[config.mk]
export PLATFORM = sky130hd
export DESIGN_NAME = entropy_bool_decoder
export DESIGN_NICKNAME = d
export VERILOG_FILES = /design/src/rtl/entropy_dec_pkg.sv /design/src/rtl/entropy_dec_normalize.sv /design/src/rtl/entropy_bool_decoder.sv
export SDC_FILE = /design/constraint.sdc
export NUM_CORES = 1
export LEC_CHECK = 0
export CAP_MARGIN = 40
export CORE_MARGIN = 2
export CORE_UTILIZATION = 57
export DETAILED_ROUTE_END_ITERATION = 6
export GPL_ROUTABILITY_DRIVEN = 0
export HOLD_SLACK_MARGIN = 0.12
export MAX_ROUTING_LAYER = met4
export PLACE_DENSITY = 0.75
export SETUP_SLACK_MARGIN = 0.5
export SLEW_MARGIN = 10
export SYNTH_ARGS = -nofsm -noshare
export SYNTH_HDL_FRONTEND = slang
export SYNTH_SLANG_ARGS = --single-unit
[constraint.sdc]
create_clock -name top_clk -period 24.7 [get_ports top_clk]
set_clock_uncertainty 0.05 [all_clocks]
set_input_delay 3.705 -clock top_clk [delete_from_list [all_inputs] [get_ports top_clk]]
set_output_delay 3.705 -clock top_clk [all_outputs]
set_load 0.005 [all_outputs]
[src/rtl/entropy_dec_pkg.sv]
// Shared constants, FSM state type and the probability split helper for the
// Q15 boolean arithmetic decoder.
package entropy_dec_pkg;

    localparam int          EC_PROB_SHIFT = 6;
    localparam int          EC_MIN_PROB   = 4;
    localparam logic [31:0] WINDOW_INIT   = 32'h7FFF_FFFF;
    localparam logic [15:0] RNG_INIT      = 16'h8000;
    localparam int          CNT_INIT      = -15;

    typedef enum logic [1:0] {
        ST_IDLE   = 2'd0,
        ST_FILL   = 2'd1,
        ST_READY  = 2'd2,
        ST_REFILL = 2'd3
    } dec_state_e;

    // Split point v of the current range for a Q15 probability of a one.
    function automatic logic [15:0] calc_split(input logic [15:0] rng,
                                               input logic [15:0] prob);
        logic [17:0] prod;
        prod = 18'(rng[15:8]) * 18'(prob[15:EC_PROB_SHIFT]);
        return 16'(prod >> 1) + 16'(EC_MIN_PROB);
    endfunction

endpackage

[src/rtl/entropy_dec_normalize.sv]
// Combinational renormalisation: shifts the post-decision range back into
// [0x8000, 0xFFFF], shifts ones into the bottom of the dif window and
// charges the shift against the bit counter.
module entropy_dec_normalize #(
    parameter int RANGE_WIDTH  = 16,
    parameter int WINDOW_WIDTH = 32,
    parameter int CNT_WIDTH    = 6
) (
    input  logic [RANGE_WIDTH-1:0]         rng_i,
    input  logic [WINDOW_WIDTH-1:0]        dif_i,
    input  logic signed [CNT_WIDTH-1:0]    cnt_i,
    output logic [RANGE_WIDTH-1:0]         rng_o,
    output logic [WINDOW_WIDTH-1:0]        dif_o,
    output logic signed [CNT_WIDTH-1:0]    cnt_o
);

    localparam int SHW = $clog2(RANGE_WIDTH);

    // Leading zeros of the range; a zero range saturates at the maximum shift.
    function automatic logic [SHW-1:0] lead_zeros(input logic [RANGE_WIDTH-1:0] value);
        logic [SHW-1:0] lz;
        lz = SHW'(RANGE_WIDTH - 1);
        for (int i = 0; i < RANGE_WIDTH; i++) begin
            if (value[i]) begin
                lz = SHW'(RANGE_WIDTH - 1 - i);
            end else begin
                lz = lz;
            end
        end
        return lz;
    endfunction

    logic [SHW-1:0] shift_s;

    // Apply the same left shift to range and window, and debit the counter.
    always_comb begin
        shift_s = lead_zeros(rng_i);
        rng_o   = rng_i << shift_s;
        dif_o   = ((dif_i + WINDOW_WIDTH'(1)) << shift_s) - WINDOW_WIDTH'(1);
        cnt_o   = cnt_i - $signed(CNT_WIDTH'(shift_s));
    end

endmodule

[src/rtl/entropy_bool_decoder.sv]
// Q15 boolean arithmetic decoder. Consumes the carry-resolved byte stream,
// keeps a W-bit dif window topped up one byte per cycle, and returns one
// registered decoded bit per accepted probability request.
module entropy_bool_decoder
    import entropy_dec_pkg::*;
#(
    parameter int TOP_RANGE_WIDTH     = 16,
    parameter int TOP_WINDOW_WIDTH    = 32,
    parameter int TOP_CNT_WIDTH       = 6,
    parameter int TOP_BITSTREAM_WIDTH = 8
) (
    input  logic                            top_clk,
    input  logic                            top_reset,
    input  logic                            top_flag_first,
    input  logic [TOP_BITSTREAM_WIDTH-1:0]  in_byte,
    input  logic                            in_byte_valid,
    input  logic                            in_byte_last,
    output logic                            in_byte_ready,
    input  logic [15:0]                     in_prob,
    input  logic                            in_req_valid,
    output logic                            in_req_ready,
    output logic                            OUT_BIT,
    output logic                            OUT_BIT_VALID,
    output logic [TOP_RANGE_WIDTH-1:0]      OUT_RANGE,
    output logic [TOP_CNT_WIDTH-1:0]        OUT_CNT
);

    localparam int W  = TOP_WINDOW_WIDTH;
    localparam int SW = $clog2(W);
    localparam logic [W-1:0] DIF_INIT = W'(WINDOW_INIT >> (32 - W));
    localparam logic signed [TOP_CNT_WIDTH-1:0] CNT_START = TOP_CNT_WIDTH'(CNT_INIT);
    localparam logic signed [TOP_CNT_WIDTH-1:0] CNT_STEP  = TOP_CNT_WIDTH'(TOP_BITSTREAM_WIDTH);
    // Byte insertion position is (W - 9) - (cnt + 15); this is the constant part.
    localparam logic signed [15:0] FILL_BASE = 16'(W - 9 - 15);

    dec_state_e                         state_q;
    logic [W-1:0]                       dif_q;
    logic [TOP_RANGE_WIDTH-1:0]         rng_q;
    logic signed [TOP_CNT_WIDTH-1:0]    cnt_q;
    logic                               eos_q;
    logic                               out_bit_q;
    logic                               out_valid_q;

    logic                               filling_s;
    logic signed [15:0]                 cnt_ext_s;
    logic signed [15:0]                 fill_shift_s;
    logic                               fill_done_s;
    logic                               fill_last_s;
    logic                               fill_step_s;
    logic                               byte_ready_s;
    logic                               byte_fire_s;
    logic [TOP_BITSTREAM_WIDTH-1:0]     fill_byte_s;
    logic [W-1:0]                       fill_word_s;

    logic                               req_fire_s;
    logic [15:0]                        split_s;
    logic [W-1:0]                       split_w_s;
    logic                               dec_bit_s;
    logic [TOP_RANGE_WIDTH-1:0]         dec_rng_s;
    logic [W-1:0]                       dec_dif_s;
    logic [TOP_RANGE_WIDTH-1:0]         norm_rng_s;
    logic [W-1:0]                       norm_dif_s;
    logic signed [TOP_CNT_WIDTH-1:0]    norm_cnt_s;

    // Fill datapath: where the next byte lands and whether this step finishes the fill.
    always_comb begin
        filling_s    = (state_q == ST_FILL) || (state_q == ST_REFILL);
        cnt_ext_s    = {{(16 - TOP_CNT_WIDTH){cnt_q[TOP_CNT_WIDTH-1]}}, cnt_q};
        fill_shift_s = FILL_BASE - cnt_ext_s;
        fill_done_s  = fill_shift_s[15];
        fill_last_s  = (fill_shift_s < 16'sd8);
        byte_ready_s = filling_s && !eos_q && !fill_done_s;
        byte_fire_s  = byte_ready_s && in_byte_valid;
        // Past the end of the stream every step inserts zeros without a byte.
        fill_step_s  = filling_s && !fill_done_s && (eos_q || in_byte_valid);
        if (eos_q) begin
            fill_byte_s = {TOP_BITSTREAM_WIDTH{1'b0}};
        end else begin
            fill_byte_s = in_byte;
        end
        fill_word_s  = W'(fill_byte_s) << fill_shift_s[SW-1:0];
    end

    // Decode decision: compare the window against the scaled split point.
    always_comb begin
        req_fire_s = in_req_valid && (state_q == ST_READY);
        split_s    = calc_split(rng_q, in_prob);
        split_w_s  = {split_s, {(W - 16){1'b0}}};
        if (dif_q >= split_w_s) begin
            dec_bit_s = 1'b0;
            dec_rng_s = rng_q - split_s;
            dec_dif_s = dif_q - split_w_s;
        end else begin
            dec_bit_s = 1'b1;
            dec_rng_s = split_s;
            dec_dif_s = dif_q;
        end
    end

    entropy_dec_normalize #(
        .RANGE_WIDTH  (TOP_RANGE_WIDTH),
        .WINDOW_WIDTH (W),
        .CNT_WIDTH    (TOP_CNT_WIDTH)
    ) u_normalize (
        .rng_i (dec_rng_s),
        .dif_i (dec_dif_s),
        .cnt_i (cnt_q),
        .rng_o (norm_rng_s),
        .dif_o (norm_dif_s),
        .cnt_o (norm_cnt_s)
    );

    // Control FSM with decoder state and registered output pulse.
    always_ff @(posedge top_clk or posedge top_reset) begin
        if (top_reset) begin
            state_q     <= ST_IDLE;
            dif_q       <= {W{1'b0}};
            rng_q       <= RNG_INIT;
            cnt_q       <= {TOP_CNT_WIDTH{1'b0}};
            eos_q       <= 1'b0;
            out_bit_q   <= 1'b0;
            out_valid_q <= 1'b0;
        end else begin
            // A request accepted this cycle always produces its pulse, even on restart.
            out_valid_q <= req_fire_s;
            if (req_fire_s) begin
                out_bit_q <= dec_bit_s;
            end
            if (top_flag_first) begin
                state_q <= ST_FILL;
                dif_q   <= DIF_INIT;
                rng_q   <= RNG_INIT;
                cnt_q   <= CNT_START;
                eos_q   <= 1'b0;
            end else begin
                case (state_q)
                    ST_IDLE: begin
                        state_q <= ST_IDLE;
                    end
                    ST_FILL, ST_REFILL: begin
                        if (fill_done_s) begin
                            state_q <= ST_READY;
                        end else if (fill_step_s) begin
                            dif_q <= dif_q ^ fill_word_s;
                            cnt_q <= cnt_q + CNT_STEP;
                            if (byte_fire_s && in_byte_last) begin
                                eos_q <= 1'b1;
                            end
                            if (fill_last_s) begin
                                state_q <= ST_READY;
                            end
                        end
                    end
                    ST_READY: begin
                        if (req_fire_s) begin
                            rng_q <= norm_rng_s;
                            dif_q <= norm_dif_s;
                            cnt_q <= norm_cnt_s;
                            if (norm_cnt_s[TOP_CNT_WIDTH-1]) begin
                                state_q <= ST_REFILL;
                            end else begin
                                state_q <= ST_READY;
                            end
                        end
                    end
                    default: begin
                        state_q <= ST_IDLE;
                    end
                endcase
            end
        end
    end

    assign in_byte_ready = byte_ready_s;
    assign in_req_ready  = (state_q == ST_READY);
    assign OUT_BIT       = out_bit_q;
    assign OUT_BIT_VALID = out_valid_q;
    assign OUT_RANGE     = rng_q;
    assign OUT_CNT       = cnt_q;

endmodule

## Yosys cells after proc, flatten, opt, wreduce, memory -nomap -nowiden

Cells that the tools add are included.

- Magnitude comparators: 2
- Reductions and logical operators: 23
- Muxes and demuxes: 44
- Bitwise logic cells: 1
- Equality and inequality tests: 9
- Add/sub/neg operators: 8
- Multipliers: 1
- Shifts and indexed selects: 3

Operators with widths:

| operator | number |
|---|---|
| two-way mux 32 bit | 5 |
| two-way mux 16 bit | 4 |
| one-hot mux 32 bit (2 select lines) | 1 |
| adder 32 x 1 -> 32 bit, second input constant | 1 |
| greater-or-equal comparator 32 bit | 1 |
| two-way mux 4 bit | 8 |
| << shifter 32 x 4 -> 32 bit | 1 |
| << shifter 8 x 5 -> 32 bit | 1 |
| subtractor 32 x 1 -> 32 bit, second input constant | 1 |
| subtractor 32 bit | 1 |
| XOR 32 bit | 1 |
| two-way mux 6 bit | 4 |
| multiplier 8 x 10 -> 17 bit | 1 |
| adder 16 x 3 -> 16 bit, second input constant | 1 |
| << shifter 16 x 4 -> 16 bit | 1 |
| subtractor 16 bit | 1 |
| two-way mux 2 bit | 7 |
| two-way mux 3 bit | 4 |
| one-hot mux 6 bit (2 select lines) | 1 |
| nonzero test 2 bit | 5 |
| two-way mux 1 bit | 8 |
| two-way mux 8 bit | 1 |
| inequality test 4 bit, second input constant | 2 |
| AND reduction 4 bit | 2 |
| 18 further kinds | 28 |

- Register bits: 59

## Logic depth before layout (Yosys ltp)

- Word-level depth: 24
- Mapped depth: 46

## Hierarchy

From an unflattened synthesis, not the netlist that was laid out.

- Cell total of the unflattened synthesis: 1764
- Area total of the unflattened synthesis: 12619.6 µm²

Modules (own cells, without submodules):

| module | area an instance (µm²) | cells each | instances | seq. area each (µm²) |
|---|---|---|---|---|
| entropy_bool_decoder | 8145.3 | 1049 | 1 | 1477.7 |
| entropy_dec_normalize | 4474.3 | 715 | 1 | 0.0 |

## Worst setup path before layout

No wires, ideal clock.

- Path kind: input to register
- From: input in_prob[7]
- To: register cnt_q[5] (netlist: OUT_CNT[5])
- Required time: 24581 ps
- Arrival time: 13281 ps
- Stages on the path: 42
- Path slack: 11301 ps
- Library setup time: 69 ps
- Cell sequence: and2_1 > fa_1 > fa_1 > fa_1 > inv_1 > fa_1 > inv_1 > ha_1 > buf_2 > or2_2 > o221ai_1 > and3b_1 > a31o_2 > and2_1 > inv_1 > ha_1 > a21o_1 > a21oi_1 > [6 not listed] > a2bb2o_1 > and3_1 > a31oi_2 > nor2_4 > inv_2 > buf_4 > buf_4 > clkbuf_1 > buf_2 > buf_1 > ha_1 > nor2b_1 > o21ai_0 > nand2b_1 > a211oi_1 > o22ai_1 > or3_1 > nand3_1

- Cells in the longest elaborated chain, start to end: 23
- Elaborated cells on any way between the ends: 24

RTL lines:

| element | line | RTL |
|---|---|---|
| from (decl) | entropy_bool_decoder.sv:19 | `input logic [15:0] in_prob,` |
| multiplier 8 x 10 -> 17 bit (*) | entropy_dec_pkg.sv:22 | `prod = 18'(rng[15:8]) * 18'(prob[15:EC_PROB_SHIFT]);` |
| adder 16 x 3 -> 16 bit (*) | entropy_dec_pkg.sv:23 | `return 16'(prod >> 1) + 16'(EC_MIN_PROB);` |
| greater-or-equal comparator 32 bit or subtractor 16 bit (tied branches) | entropy_bool_decoder.sv:89, entropy_bool_decoder.sv:91 |  |
| two-way mux 16 bit (*) | entropy_bool_decoder.sv:89 | `if (dif_q >= split_w_s) begin` |
| two-way mux 1 bit | entropy_dec_normalize.sv:24 | `if (value[i]) begin` |
| two-way mux 2 bit (2 in series) | entropy_dec_normalize.sv:24 |  |
| two-way mux 3 bit (4 in series) | entropy_dec_normalize.sv:24 |  |
| two-way mux 4 bit (7 in series) | entropy_dec_normalize.sv:24 |  |
| two-way mux 4 bit (*) | entropy_dec_normalize.sv:24 |  |
| subtractor 6 x 5 -> 6 bit (*) | entropy_dec_normalize.sv:40 | `cnt_o = cnt_i - $signed(CNT_WIDTH'(shift_s));` |
| two-way mux 6 bit (*) | entropy_bool_decoder.sv:155 | `if (req_fire_s) begin` |
| one-hot mux 6 bit (2 select lines) (*) | entropy_bool_decoder.sv:136 | `case (state_q)` |
| two-way mux 6 bit (*) | entropy_bool_decoder.sv:129 | `if (top_flag_first) begin` |
| to (signal assigned) | entropy_bool_decoder.sv:119 | `cnt_q <= {TOP_CNT_WIDTH{1'b0}};` |
| to (signal assigned) | entropy_bool_decoder.sv:145 | `cnt_q <= cnt_q + CNT_STEP;` |
| to (signal assigned) | entropy_bool_decoder.sv:158 | `cnt_q <= norm_cnt_s;` |
| to (decl) | entropy_bool_decoder.sv:39 | `logic signed [TOP_CNT_WIDTH-1:0] cnt_q;` |

Mark *: on every way between the ends. The rest lies on a longest branch, timed or not. The select of a mux whose other input is x is not followed.
A chain may end at the register's enable or synchronous reset.

## Final worst setup path

- From: input in_prob[9]
- To: register dif_q[29]

- Cells in the longest elaborated chain, start to end: 24
- Elaborated cells on any way between the ends: 28

RTL lines:

| element | line | RTL |
|---|---|---|
| multiplier 8 x 10 -> 17 bit (*) | entropy_dec_pkg.sv:22 |  |
| adder 16 x 3 -> 16 bit (*) | entropy_dec_pkg.sv:23 |  |
| greater-or-equal comparator 32 bit | entropy_bool_decoder.sv:89 |  |
| two-way mux 16 bit | entropy_bool_decoder.sv:89 |  |
| two-way mux 1 bit | entropy_dec_normalize.sv:24 |  |
| two-way mux 2 bit (2 in series) | entropy_dec_normalize.sv:24 |  |
| two-way mux 3 bit (4 in series) | entropy_dec_normalize.sv:24 |  |
| two-way mux 4 bit (8 in series) | entropy_dec_normalize.sv:24 |  |
| << shifter 32 x 4 -> 32 bit (*) | entropy_dec_normalize.sv:39 | `dif_o = ((dif_i + WINDOW_WIDTH'(1)) << shift_s) - WINDOW_WIDTH'(1);` |
| subtractor 32 x 1 -> 32 bit (*) | entropy_dec_normalize.sv:39 |  |
| two-way mux 32 bit (*) | entropy_bool_decoder.sv:155 |  |
| one-hot mux 32 bit (2 select lines) (*) | entropy_bool_decoder.sv:136 |  |
| two-way mux 32 bit (*) | entropy_bool_decoder.sv:129 |  |
| to (signal assigned) | entropy_bool_decoder.sv:117 | `dif_q <= {W{1'b0}};` |
| to (signal assigned) | entropy_bool_decoder.sv:144 | `dif_q <= dif_q ^ fill_word_s;` |
| to (signal assigned) | entropy_bool_decoder.sv:157 | `dif_q <= norm_dif_s;` |
| to (decl) | entropy_bool_decoder.sv:37 | `logic [W-1:0] dif_q;` |

Marks and branches as above.

==> out/results.ini <==
[timing]
holdWs_ns = 0.439
timing.fmax_mhz = 61.7
hold_violations = 0
rsz0062_at_grt = no
fin_setup_tns_ns = 0
final-setup-viol-count = 0
slew_headroom_pct = 34.4
slew_violations = 0
period_share_pct = 65.6
tightest_slew_ns = 0.956
setup_slack_ns = 8.50
period_needed_ns = 16.20

[yosys]
synthArstFlopShare_pct = 100
ys_seq_elements = 59
netlist_area_sq_mm = 0.0138
yosysSeqAreaShare_pct = 10.7
netlist_instances = 1889
yosysWarnings = 0
synth_nets = 2042
synth-edff-count = 0
postSynthAreaPerCell_sq_um = 7.29
ys_types = 117
synthFlopType = dfrtp_1

[clock_network]
tritoncts = built
numCtsBuffers = 9
htreeDepth = 3
clock_path_buffers = 2
clk_pin_slew_ns = 0.06
cts.sinks = 59
holdBufCountCts = 0
cts_resized = 0
insertion_delay_ns = 0.35
cts_setup_buffers = 0
cts_root_buf = clkbuf_16

[min_path]
whs_path_depth = 2
hold_start = OUT_BIT$_DFFE_PP0P_
min_to = OUT_BIT$_DFFE_PP0P_
hold_class = reg -> reg

[final_layout]
area_delta_synth_final_pct = 6.58
final_cell_area_sq_mm = 0.0147
nFillCells = 2185
drive_gt1_share_pct = 6.63
nNetsFinal = 2018

[placement]
place_hpwl_mm = 36.2
place_area_sq_mm = 0.0144
place_ws_ns = 8.54
port_buffers = 49

[die]
design.core.area_sq_mm = 0.0236
ios = 56
die_y_microns = 159
start_util_pct = 58.3
dieArea_sq_mm = 0.0254
die_w_microns = 159
row_count = 56

[setup_path]
worst-r2r-cell-count = 38
cp.required_ns = 24.93
reg2reg_from = OUT_RANGE[12]$_DFFE_PP0P_
critPathMaxFanout = 66
cpMaxStageDelayCell = buf_4
cp-end-kind = register
crit_type = in -> reg
reg2reg_to = dif_q[29]$_DFFE_PP0P_
r2r_slack_ns = 11.73
cpPeakStageDelay_ns = 0.65
cp-start-kind = input pin
worst-path-buf-inv = 8
cp.arrival_ns = 16.43
crit_family = simple AND/OR/NAND/NOR gates

[status]
status = completed

[drt]
vias_per_cell = 6.87
ant_nets = 0
first_pass_iters = 6
routedLengthMet1_mm = 18.9
wl_met2_mm = 21.2
drc_errors = 0
drt_iter0_drc = 1869
vias = 15056
route.met3.wl_mm = 4.59
drt-wirelength-per-cell_microns = 21.5
wl_mm = 47.2
highest_layer = met4

[global_route]
grt_use_total_pct = 37.5
grt_pass1_wl_mm = 75.3
grt_max_degree = 67
grt_remaining_overflow = 0
antenna_found_initial = 1
grt_pass1_vias = 14072

[flow_run]
cap_violations = 0

==> worst max-delay path by stage <==
stage / depth (start not counted) / end / slack (ns) / startpoint
after floorplan: 42 / OUT_CNT[5]$_DFFE_PP0P_ / 11.30 / in_prob[7]
after global placement: 36 / dif_q[29]$_DFFE_PP0P_ / 8.51 / in_prob[7]
after detailed placement: 38 / dif_q[29]$_DFFE_PP0P_ / 8.54 / in_prob[6]
after CTS: 39 / dif_q[29]$_DFFE_PP0P_ / 8.87 / in_prob[9]
after global routing: 39 / dif_q[29]$_DFFE_PP0P_ / 7.91 / in_prob[6]
final: 39 / dif_q[29]$_DFFE_PP0P_ / 8.50 / in_prob[9]
==> area by class of cell <==
cell class,count,area (sq um),share of cell area [%]
clock inverter,7,83.8,0.571
tap,319,399,2.72
sequential,59,1480,10.1
inverter,129,484,3.30
clock buffer,9,225,1.53
timing repair buffer,73,676,4.60
antenna,1,2.50,0.0171
multi-input combinational,1593,11300,77.2
==> cell usage after synthesis (41+ instances only) <==
master / n / area (sq um)
nand2_1: 182 / 683
dfrtp_1: 58 / 1450
nor2_1: 181 / 679
a21oi_1: 141 / 706
xor2_1: 41 / 359
ha_1: 73 / 913
xnor2_1: 72 / 631
fa_1: 50 / 1000
mux2i_1: 46 / 460
o21ai_0: 123 / 616
and2_1: 80 / 500
clkbuf_1: 67 / 251
nand3_1: 59 / 295
inv_1: 123 / 462
==> flip-flops by register name, summed over array words and instances (netlist names) <==
register       cells
OUT_CNT            6
dif_q             32
state_q            2
eos_q              1
OUT_RANGE         16
OUT_BIT            1
OUT_BIT_VALID      1
==> per-stage QoR <==
step / utilization (%) / std cells
2_1_floorplan: - / 1889
5_1_grt: 62.2 / 2190
6_report: 62.2 / 2190
3_3_place_gp: 60.6 / 2167
4_1_cts: 62.1 / 2189
3_5_place_dp: 60.8 / 2173
==> cell families after synthesis <==
group                    Yosys count  share of synthesized area, %
buffers and inverters            237                          7.15
multiplexers                      63                          4.98
XOR/XNOR                         117                          7.74
AND/OR/NAND/NOR                  688                          25.1
AO/OA/AOI/OAI                    600                          30.2
flip-flops                        59                          10.7
adder cells (fa/ha/maj)          125                          14.0
==> placed cells by master (no fill, tap or decap), types with 19 or more instances in the layout <==
cell type,n
fa_1,50
nand2_1,182
o211ai_1,36
a221oi_1,19
nor3_1,37
nor2_1,180
a21oi_1,141
nand3_1,59
inv_1,122
xor2_1,41
a211oi_1,23
mux2i_1,46
buf_4,20
o21ai_0,122
dfrtp_1,58
xnor2_1,72
ha_1,73
nand4_1,34
and2_1,80
clkdlybuf4s50_1,49
==> worst reg2reg max path, delay by kind of cell, from the launching register on <==
family | cells | cell delay, ns
AO/OA/AOI/OAI | 10 | 2.74
buffers and inverters | 7 | 1.75
flip-flops | 1 | 0.65
adder cells (fa/ha/maj) | 6 | 2.80
AND/OR/NAND/NOR | 12 | 4.00
XOR/XNOR | 3 | 0.92
==> per-layer routing <==
metal	track usage [%]	up-vias
met3	5.42	180
met4	16.8	0
met5	-	-
li1	-	6865
met1	48.0	7134
met2	58.7	877
Power is left out: the tool's default activity adds up to more than one toggle a clock period on the data nets, which glitch-free logic cannot reach.
